==> src/rtl/tisc_sequencer.sv <==
// -----------------------------------------------------------------------------
// tisc_sequencer
//
// Fetch/decode/execute sequencer for a tiny 16-bit instruction set. It fetches
// one instruction word at a time from a shared single-port memory, decodes the
// low nibble as the opcode and runs a memory phase for LOAD/STORE. A LOAD then
// spends one write-back cycle strobing the register file.
//
// Instruction word layout:
//   ir[3:0]        opcode: 0000 LOAD, 0001 STORE, 1111 HALT, anything else NOP
//   ir[7:4]        destination register (LOAD)
//   ir[PC_W+7:8]   data address (LOAD/STORE); this requires PC_W <= 8
//
// Parameters:
//   PC_W      program counter / memory address width
//   RESET_PC  pc value loaded on reset
//
// Ports:
//   clk           single clock, rising-edge
//   rst           synchronous active-high reset
//   mem_req       memory request, held until mem_ready
//   mem_we        request is a write (valid only while mem_req=1)
//   mem_addr      request address
//   mem_rdata     read data, valid in the mem_ready cycle
//   mem_ready     access accepted/completed this cycle (ignored when idle)
//   ir            instruction register
//   pc            address of the next instruction to fetch
//   reg_write_en  one-cycle register-file write strobe (LOAD only)
//   wb_data       load data for the register file
//   wb_addr       destination register, ir[7:4]
//   halted        sequencer is parked in HALT until reset
// -----------------------------------------------------------------------------
module tisc_sequencer #(
    parameter int PC_W     = 8,
    parameter int RESET_PC = 0
) (
    input  logic            clk,
    input  logic            rst,
    output logic            mem_req,
    output logic            mem_we,
    output logic [PC_W-1:0] mem_addr,
    input  logic [15:0]     mem_rdata,
    input  logic            mem_ready,
    output logic [15:0]     ir,
    output logic [PC_W-1:0] pc,
    output logic            reg_write_en,
    output logic [15:0]     wb_data,
    output logic [3:0]      wb_addr,
    output logic            halted
);

    typedef enum logic [2:0] {
        ST_FETCH  = 3'd0,
        ST_DECODE = 3'd1,
        ST_MEM    = 3'd2,
        ST_WB     = 3'd3,
        ST_HALT   = 3'd4
    } state_t;

    localparam logic [PC_W-1:0] RESET_PC_V = PC_W'(RESET_PC);

    state_t          state_q, state_d;
    logic [PC_W-1:0] pc_q, pc_d;
    logic [15:0]     ir_q, ir_d;
    logic [15:0]     wb_data_q, wb_data_d;

    logic [3:0]      opcode;
    logic            is_load;
    logic            is_store;
    logic            is_halt;
    logic [PC_W-1:0] data_addr;

    assign opcode    = ir_q[3:0];
    assign is_load   = (opcode == 4'b0000);
    assign is_store  = (opcode == 4'b0001);
    assign is_halt   = (opcode == 4'b1111);
    assign data_addr = ir_q[PC_W+7:8];

    // Request outputs depend only on the state and the latched instruction,
    // so they cannot change while a request waits for mem_ready.
    always_comb begin
        state_d      = state_q;
        pc_d         = pc_q;
        ir_d         = ir_q;
        wb_data_d    = wb_data_q;
        mem_req      = 1'b0;
        mem_we       = 1'b0;
        mem_addr     = pc_q;
        reg_write_en = 1'b0;
        halted       = 1'b0;

        case (state_q)
            ST_FETCH: begin
                mem_req  = 1'b1;
                mem_addr = pc_q;
                if (mem_ready) begin
                    ir_d    = mem_rdata;
                    pc_d    = pc_q + PC_W'(1);
                    state_d = ST_DECODE;
                end
            end
            ST_DECODE: begin
                if (is_load || is_store) begin
                    state_d = ST_MEM;
                end else if (is_halt) begin
                    state_d = ST_HALT;
                end else begin
                    state_d = ST_FETCH;
                end
            end
            ST_MEM: begin
                mem_req  = 1'b1;
                mem_we   = is_store;
                mem_addr = data_addr;
                if (mem_ready) begin
                    if (is_store) begin
                        state_d = ST_FETCH;
                    end else begin
                        wb_data_d = mem_rdata;
                        state_d   = ST_WB;
                    end
                end
            end
            ST_WB: begin
                reg_write_en = 1'b1;
                state_d      = ST_FETCH;
            end
            ST_HALT: begin
                halted = 1'b1;
            end
            default: begin
                state_d = ST_FETCH;
            end
        endcase

        // While reset is held the memory must see no request and the
        // register file no write, whatever state we are leaving.
        if (rst) begin
            mem_req      = 1'b0;
            mem_we       = 1'b0;
            reg_write_en = 1'b0;
        end
    end

    always_ff @(posedge clk) begin
        if (rst) begin
            state_q   <= ST_FETCH;
            pc_q      <= RESET_PC_V;
            ir_q      <= 16'h0000;
            wb_data_q <= 16'h0000;
        end else begin
            state_q   <= state_d;
            pc_q      <= pc_d;
            ir_q      <= ir_d;
            wb_data_q <= wb_data_d;
        end
    end

    assign ir      = ir_q;
    assign pc      = pc_q;
    assign wb_data = wb_data_q;
    assign wb_addr = ir_q[7:4];

endmodule

==> config.mk <==
export PLATFORM = sky130hd
export DESIGN_NAME = tisc_sequencer
export DESIGN_NICKNAME = d
export VERILOG_FILES = /design/src/rtl/tisc_sequencer.sv
export SDC_FILE = /design/constraint.sdc
export NUM_CORES = 1
export LEC_CHECK = 0
export BUFFER_PORTS_ARGS = -buffer_cell sky130_fd_sc_hd__buf_2
export CAP_MARGIN = 10
export CORE_MARGIN = 2
export CORE_UTILIZATION = 48
export CTS_CLUSTER_DIAMETER = 200
export DETAILED_ROUTE_END_ITERATION = 6
export HOLD_SLACK_MARGIN = 0.15
export PLACE_DENSITY_LB_ADDON = 0.08
export SYNTH_ARGS = -nofsm -noshare
export SYNTH_HDL_FRONTEND = slang
export SYNTH_SLANG_ARGS = --single-unit
==> constraint.sdc <==
create_clock -name clk -period 2.54 [get_ports clk]
set_clock_uncertainty 0.2 [all_clocks]
set_input_delay 0.508 -clock clk [delete_from_list [all_inputs] [get_ports clk]]
set_output_delay 0.508 -clock clk [all_outputs]
set_load 0.01 [all_outputs]
### Word level (Yosys, flattened, before mapping)

Index checks and enable logic that the tools add are counted.
W data, S select, Z words.

* flip-flop bits (word level): 43
* bits of input ports: 19

* add/sub/neg operators: 1
* equality and inequality tests: 8
* multiplexer cells: 14
* bitwise operators: 2
* reductions and logical operators: 7

Operators by type and width (count)
* $mux W3: 4
* $pmux W3 S4: 1
* $add A8 B1 Y8 const B: 1
* $mux W8: 1
* $mux W1: 7
* $eq A3 B2 Y1 const B: 2
* $reduce_and A3 Y1: 2
* $eq A4 B1 Y1 const B: 1
* $eq A4 B4 Y1 const B: 1
* $logic_not A4 Y1: 1
* $ne A2 B2 Y1 const B: 2
* $eq A3 B1 Y1 const B: 1
* $eq A3 B3 Y1 const B: 1
* $logic_not A3 Y1: 1
* $mux W2: 1
* $not A1 Y1: 2
* $reduce_and A2 Y1: 1
* $reduce_or A2 Y1: 1
* $logic_or A1 B1 Y1: 1

### Depth between registers and ports, before layout

Gate-level depths: netlist of run 1.

* word-level depth: 4
* depth in mapped cells: 6
* depth with buffers taken out: 4

### Worst setup path before layout of run 1

No wires, ideal clock.

* path type: register to output
* start point: register state_q[1]
* end point: output mem_addr[0]
* arrival time: 1400 ps
* required time: 1832 ps
* setup slack: 432 ps
* cell stages (with the launch flop): 5
* path buffers: 2
* cell sequence: dfxtp_1 buf_2 nor3b_1 clkbuf_1 mux2_2

* longest elaborated chain between the ends: 2

RTL lines
* from (decl): RTL line 62 `state_t state_q, state_d;`
* from (signal assigned): RTL line 152 `state_q <= state_d;`
* $eq A3 B2 Y1: RTL line 92 `case (state_q)`
* $mux W8: RTL line 92
* to (decl): RTL line 41 `output logic [PC_W-1:0] mem_addr,`

Every way passes these cells.

### Final worst setup path of run 1

* start point: register state_q[2]
* end point: output mem_addr[2]

The elaborated chain is that of the path after synthesis.

==> out/qor.yml, run 1 <==
drt:
  drt_drc_violations_left: 0
  routed_via_density: 5.238
  wl_um: 4477
  final_antenna_net_count: 0
  route.detailed.wl_per_inst_um: 13.48
  drt_pre_antenna_iters: 4
  vias: 1739
  drt-initial-drc-count: 98
layout:
  areaGrowthSynthToFinish_pct: 23.69
  final_cell_area_mm2: 0.002312
  drive_gt1_frac: 0.3310
  fill_cells: 377
  instances_no_fill: 332
  antennaDiodeCount: 0
  utilization: 0.6222
  nets: 305
cts:
  cts_tree: "built"
  cts_buffers: 5
  cts_sinks: 43
  h-tree-depth: 2
  clkTransAtPathRegs_ps: 70
  clock_latency_ps: 290
  clock_path_buffers: 2
  cts_setup_buffers: 0
  cts-root-buf: "clkbuf_8"
min_path:
  hold_depth: 2
  hold_class: "reg -> reg"
  min-delay-start: "wb_data[4]"
  whs_endpoint: "wb_data[4]"
placement:
  gp_congestion: 0.7502
  placed_cell_area_mm2: 0.002238
  place.detailed.hpwl_um: 3234
  io_buffers: 74
  placed_cells: 326
status:
  outcome: "finished clean"
sta:
  rsz0062_at_grt: "false"
  fin_tns_setup_ps: 0
  maxSlewViolCount: 0
  slew_headroom: 0.3522
  fmax_mhz: 415.3
  min_period_ps: 2408
  report.final.setup_viol: 0
  layout_worst_path_cycle_share: 0.9480
  final-hold-violation-count: 0
  worst_slew_pin_slew_ps: 971.7
grt:
  met3_usage: 0.05963
  grt_pass1_wl_um: 7286
  grtUsageMet1: 0.2834
  grtUsageMet2: 0.3650
  grt_pass1_vias: 1524
  grt_usage: 0.2202
  top_usage_layer: "met2"
  grt-ovfl-total: 0
  antenna_found_initial: 0
  grt_max_degree: 34
critical_path:
  critPathLaunchType: "flop"
  r2r_end: "pc[5]"
  reg2reg_depth: 3
  critPathKind: "reg -> out"
  crit_required_ps: 1830
  timing.rr.start: "state_q[2]"
  ff2ff_setup_slack_ps: 350
  cp_max_fo: 10
  crit_arrival_ps: 1700
  endpoint_kind: "output pin"
floorplanning:
  start_util: 0.5030
  die_h_um: 66.41
  io_pins: 75
  die_area_mm2: 0.004410
  core_area_mm2: 0.003716
  fp-row-count: 22
  chipWidth_um: 66.41
power_and_ir_drop:
  powerDensity_mw_per_mm2: 568.7
  leakage_nw: 1.060
  swShare: 0.2648
  switchingPower_mw: 0.3482
  p_comb_frac: 0.144
  peakVddDrop_v: 0.0003460
  p_total_mw: 1.315
  p_int_mw: 0.9668
  power_frac_seq: 0.558
  clkPwrFrac: 0.298
synth:
  ys.flop_type: "dfxtp_1"
  syn_inst: 218
  avgSynthCellArea_um2: 8.575
  ys_seq_area_frac: 0.4605
  syn_area_mm2: 0.001869
  yosysUniqueCellTypes: 34
  yosys_warnings: 0
  postSynthNetCount: 238
  async_flop_share: 0
  synth_edf_count: 0
  ys_seq_elements: 43
run:
  drv_cap: 0
## power groups by stage
stage                     Clock [mW]  Sequential, mW  Combinational [mW]
final                          0.392           0.733               0.190
after global placement             0           0.748               0.190
after global routing           0.435           0.739               0.214
after CTS                      0.403           0.733               0.192
after detailed placement           0           0.749               0.192
after floorplan                    0           0.753               0.110
## logic make-up after synthesis
| group | Yosys count | synth area share |
|---|---|---|
| simple gates | 96 | 0.2396 |
| fa+ha+maj | 1 | 0.006692 |
| compound gates | 30 | 0.08970 |
| buf+inv | 22 | 0.05890 |
| flops | 43 | 0.4605 |
| mux | 25 | 0.1399 |
| xor+xnor | 1 | 0.004686 |
## layout by cell type, fill, tap and decap left out, drive strengths merged
cell,Yosys,layout
mux2,9,9
and3,1,1
a32oi,1,1
nor3,3,3
clkinv,1,1
nand2,70,70
nor2,3,3
a32o,1,1
dfxtp,43,43
nor3b,2,2
or4,3,3
a31oi,1,1
or3,2,2
nor2b,1,1
nand3,3,3
and4b,1,1
clkbuf,9,6
nor4b,2,2
a21oi,22,22
buf,10,79
o31ai,3,3
nand4,2,2
ha,1,1
or4b,2,2
o21ai,2,2
nor4,1,1
mux2i,16,16
inv,2,2
xnor2,1,1
## through the flow
| step | hold slack (ps) | worst slack (ps) |
|---|---|---|
| 2_1_floorplan | 279.0 | 432.5 |
| 3_3_place_gp | 242.2 | 301.4 |
| 6_report | 252.9 | 132.1 |
| 4_1_cts | 259.0 | 35.08 |
| 5_1_grt | 270.5 | 41.50 |
| 3_5_place_dp | 248.4 | 250.6 |
## Yosys cell counts, types with 2 or more instances
master | count | share of area
o31ai_1 | 3 | 0.012
nor2_1 | 3 | 0.0060
or4_1 | 3 | 0.012
buf_4 | 4 | 0.016
buf_2 | 4 | 0.011
clkbuf_1 | 9 | 0.018
inv_1 | 2 | 0.0040
or3_1 | 2 | 0.0067
nand2_1 | 70 | 0.14
nor3b_1 | 2 | 0.0080
dfxtp_1 | 43 | 0.46
mux2_2 | 8 | 0.048
nand4_1 | 2 | 0.0067
a21oi_1 | 22 | 0.059
nand3_1 | 3 | 0.0080
o21ai_0 | 2 | 0.0054
mux2i_1 | 16 | 0.086
nor3_1 | 3 | 0.0080
or4b_1 | 2 | 0.011
## layout make-up
cell class	count	area, um2	share of cell area
clock buffers	6	72.57	0.03139
inverters	3	11.26	0.004870
multi-input cells	153	898.4	0.3885
flip-flops and latches	43	862.1	0.3728
well taps	48	60.06	0.02597
repair buffers	79	407.9	0.1764
## metal layers
metal | vias up | share of wire | routed length [um]
li1 | 868 | - | -
met1 | 815 | 0.45 | 2011
met2 | 52 | 0.49 | 2194
met3 | 4 | 0.052 | 235
met4 | 0 | 0.0083 | 37
met5 | - | 0 | 0
## repair_timing
action	4_1_cts	5_1_grt
gates resized for setup	0	1
endpoints found under the hold margin	0	0
endpoints found under the setup margin	0	8
hold buffers	0	0
## how the worst max path moves through the flow
| stage | depth (start not counted) | startpoint | end | slack, ps |
|---|---|---|---|---|
| after floorplan | 4 | state_q[1] | mem_addr[0] | 430 |
| after global placement | 4 | mem_ready | pc[5] | 300 |
| after detailed placement | 4 | mem_ready | pc[5] | 250 |
| after CTS | 4 | state_q[1] | mem_addr[2] | 40 |
| after global routing | 4 | state_q[2] | mem_addr[2] | 40 |
| final | 4 | state_q[2] | mem_addr[2] | 130 |
## critical path, stage by stage (launching register included)
cell and delay [ps]:
dfxtp_1 410, nor3b_1 280, buf_4 240, mux2_2 350, buf_2 140
## state kept, by name, indices dropped and copies added, names as in the netlist
signal	count
pc	8
state_q	3
wb_data	16
ir	16
Note: power is estimated with default switching activity, not from simulation.
==> run 2, diff against run 1 <==
==> constraint.sdc (replaced) <==
create_clock -name clk -period 2.54 [get_ports clk]
set_clock_uncertainty 0.2 [all_clocks]
set_input_delay 0.254 -clock clk [delete_from_list [all_inputs] [get_ports clk]]
set_output_delay 0.254 -clock clk [all_outputs]
set_load 0.01 [all_outputs]
==> out/qor.yml, run 2 (synthesis gave the netlist of run 1 again) <==
status:
  outcome: "finished clean"
min_path:
  hold_class: "in -> reg"
  min-delay-start: "rst"
  hold_depth: 3  # +1
  whs_endpoint: "state_q[1]"
layout:
  antennaDiodeCount: 0  # unchanged
  areaGrowthSynthToFinish_pct: 39.09
  final_common_cell: "buf_2"
  utilization: 0.6997  # +0.07744
  drive_gt1_frac: 0.3109  # -0.02009
  fill_cells: 318  # -16%
  nets: 331  # +8.5%
  layout_common_cells: "74 x buf_2, 70 x nand2_1, 43 x dfxtp_1"
  instances_no_fill: 360  # +8.4%
  final_cell_area_mm2: 0.002600  # +12%
critical_path:
  critPathKind: "in -> reg"
  cp_max_fo: 14  # +4
  timing.rr.start: "state_q[2]"
  worst-path-buf-inv: 4  # +2
  path_cells: "dlygate4sd3_1 -> buf_2 -> or4b_4 -> buf_4 -> nand2_1 -> a21oi_1 -> dlygate4sd3_1"
  crit_family: "buffers and inverters"
  r2r_end: "ir[5]"
  crit_required_ps: 2530  # +700 ps
  endpoint_kind: "flop"
  crit_cells: 7  # +3
  slowest_delay_ps: 560  # +150 ps
  critPathLaunchType: "primary input"
  cpMostUsedCell: "dlygate4sd3_1"
  crit_arrival_ps: 2370  # +670 ps
  ff2ff_setup_slack_ps: 260  # -90 ps
  reg2reg_depth: 5  # +2
  worst_path_max_delay_cell: "or4b_4"
power_and_ir_drop:
  powerDensity_mw_per_mm2: 552.4  # -2.9%
  p_int_mw: 1.061  # +9.7%
  peakVddDrop_v: 0.0004021  # +16%
  leakage_nw: 1.201  # +13%
  p_comb_frac: 0.157  # +0.013
  switchingPower_mw: 0.3753  # +7.8%
  swShare: 0.2613  # -0.003463
  clkPwrFrac: 0.332  # +0.034
  power_frac_seq: 0.510  # -0.048
grt:
  grt_usage: 0.2384  # +0.01819
  antenna_found_initial: 0  # unchanged
  grt_pass1_wl_um: 7790  # +6.9%
  grt-ovfl-total: 0  # unchanged
  grt_max_degree: 33  # -2.9%
  grt_pass1_vias: 1683  # +10%
floorplanning:
  chipWidth_um: 66.41  # unchanged
  start_util: 0.5030  # unchanged
  core_area_mm2: 0.003716  # unchanged
  die_area_mm2: 0.004410  # unchanged
  die_h_um: 66.41  # unchanged
  fp-row-count: 22  # unchanged
  io_pins: 75  # unchanged
drt:
  drt-initial-drc-count: 120  # +22%
  top_layer: "met4"
  vias: 1850  # +6.4%
  met1Wirelength_um: 2007  # -0.20%
  drt_drc_violations_left: 0  # unchanged
  dr_wl_met3_um: 294  # +25%
  drt_pre_antenna_iters: 4  # unchanged
  dr_wl_met2_um: 2397  # +9.3%
  final_antenna_net_count: 0  # unchanged
  wl_um: 4784  # +6.9%
  route.detailed.wl_per_inst_um: 13.29  # -1.5%
  routed_via_density: 5.139  # -1.9%
sta:
  report.final.setup_viol: 0  # unchanged
  fin_tns_setup_ps: 0  # unchanged
  worst_slew_pin_slew_ps: 974.9  # +3.162 ps
  maxSlewViolCount: 0  # unchanged
  fmax_mhz: 419.7  # +1.1%
  rsz0062_at_grt: "false"
  slew_headroom: 0.3501  # -0.002108
  final-hold-violation-count: 0  # unchanged
  min_period_ps: 2383  # -25.25 ps
  layout_setup_ws_ps: 157.4  # +25.25 ps
  layout_worst_path_cycle_share: 0.9381  # -0.009942
placement:
  placed_cells: 327  # +0.31%
  gp_congestion: 0.7391  # -1.5%
  post-place-ws_ps: 356.7  # +106.1 ps
  place.detailed.hpwl_um: 3190  # -1.3%
  placed_cell_area_mm2: 0.002246  # +0.34%
  io_buffers: 74  # unchanged
cts:
  clkTransAtPathRegs_ps: 80  # about the same
  clock_path_buffers: 2  # unchanged
  h-tree-depth: 2  # unchanged
  cts_setup_buffers: 0  # unchanged
  cts_tree: "built"
  cts_buffers: 5  # unchanged
  clock_latency_ps: 300  # about the same
  cts_sinks: 43  # unchanged
  cts-root-buf: "clkbuf_8"
run:
  drv_cap: 0  # unchanged
-- run 2: timing repair --
action | in CTS | in global routing
hold buffers | 25 | 0
endpoints found under the setup margin | 0 | 7
endpoints found under the hold margin | 34 | 0
gates resized for setup | 0 | 1
-- run 2: per-layer routing --
| metal | up-vias | global-route usage |
|---|---|---|
| li1 | 921 | - |
| met1 | 863 | 0.2936 |
| met2 | 58 | 0.4000 |
| met3 | 8 | 0.04600 |
| met4 | 0 | 0.1071 |
| met5 | - | 0 |
-- run 2: worst max path at each step --
| stage | end | from | slack, ps |
|---|---|---|---|
| 3_3_place_gp | pc[7] | state_q[2] | 430 |
| 4_1_cts | ir[4] | mem_ready | 20 |
| 5_1_grt | ir[5] | mem_ready | 40 |
| 6_report | ir[5] | mem_ready | 160 |
| 2_1_floorplan | pc[5] | state_q[2] | 590 |
| 3_5_place_dp | wb_data[14] | state_q[1] | 360 |
-- run 2: cell type report --
type,instances,area (um2),area share
multi-input cells,153,902.1,0.3470
well taps,48,60.06,0.02310
inverters,3,11.26,0.004331
repair buffers,105,665.6,0.2560
flip-flops and latches,43,860.8,0.3311
clock buffers,8,100.1,0.03850
-- run 2: power by group through the flow --
| stage | clock [mW] | combinational [mW] | sequential [mW] |
|---|---|---|---|
| floorplan | 0 | 0.110 | 0.753 |
| global placement | 0 | 0.193 | 0.748 |
| detailed placement | 0 | 0.194 | 0.748 |
| CTS | 0.486 | 0.226 | 0.733 |
| global route | 0.514 | 0.253 | 0.738 |
| finish | 0.477 | 0.226 | 0.733 |
-- run 2: tightest hold or removal path, cell delays in order --
cell and delay [ps]:
buf_2 170, clkinv_1 90, a32o_1 150
-- run 2: stage by stage --
step,power (mW),hold slack (ps)
after floorplan,0.8626,170.2
after global placement,0.9410,241.7
after detailed placement,0.9428,243.6
after CTS,1.445,192.5
after global routing,1.506,228.7
final,1.436,194.6
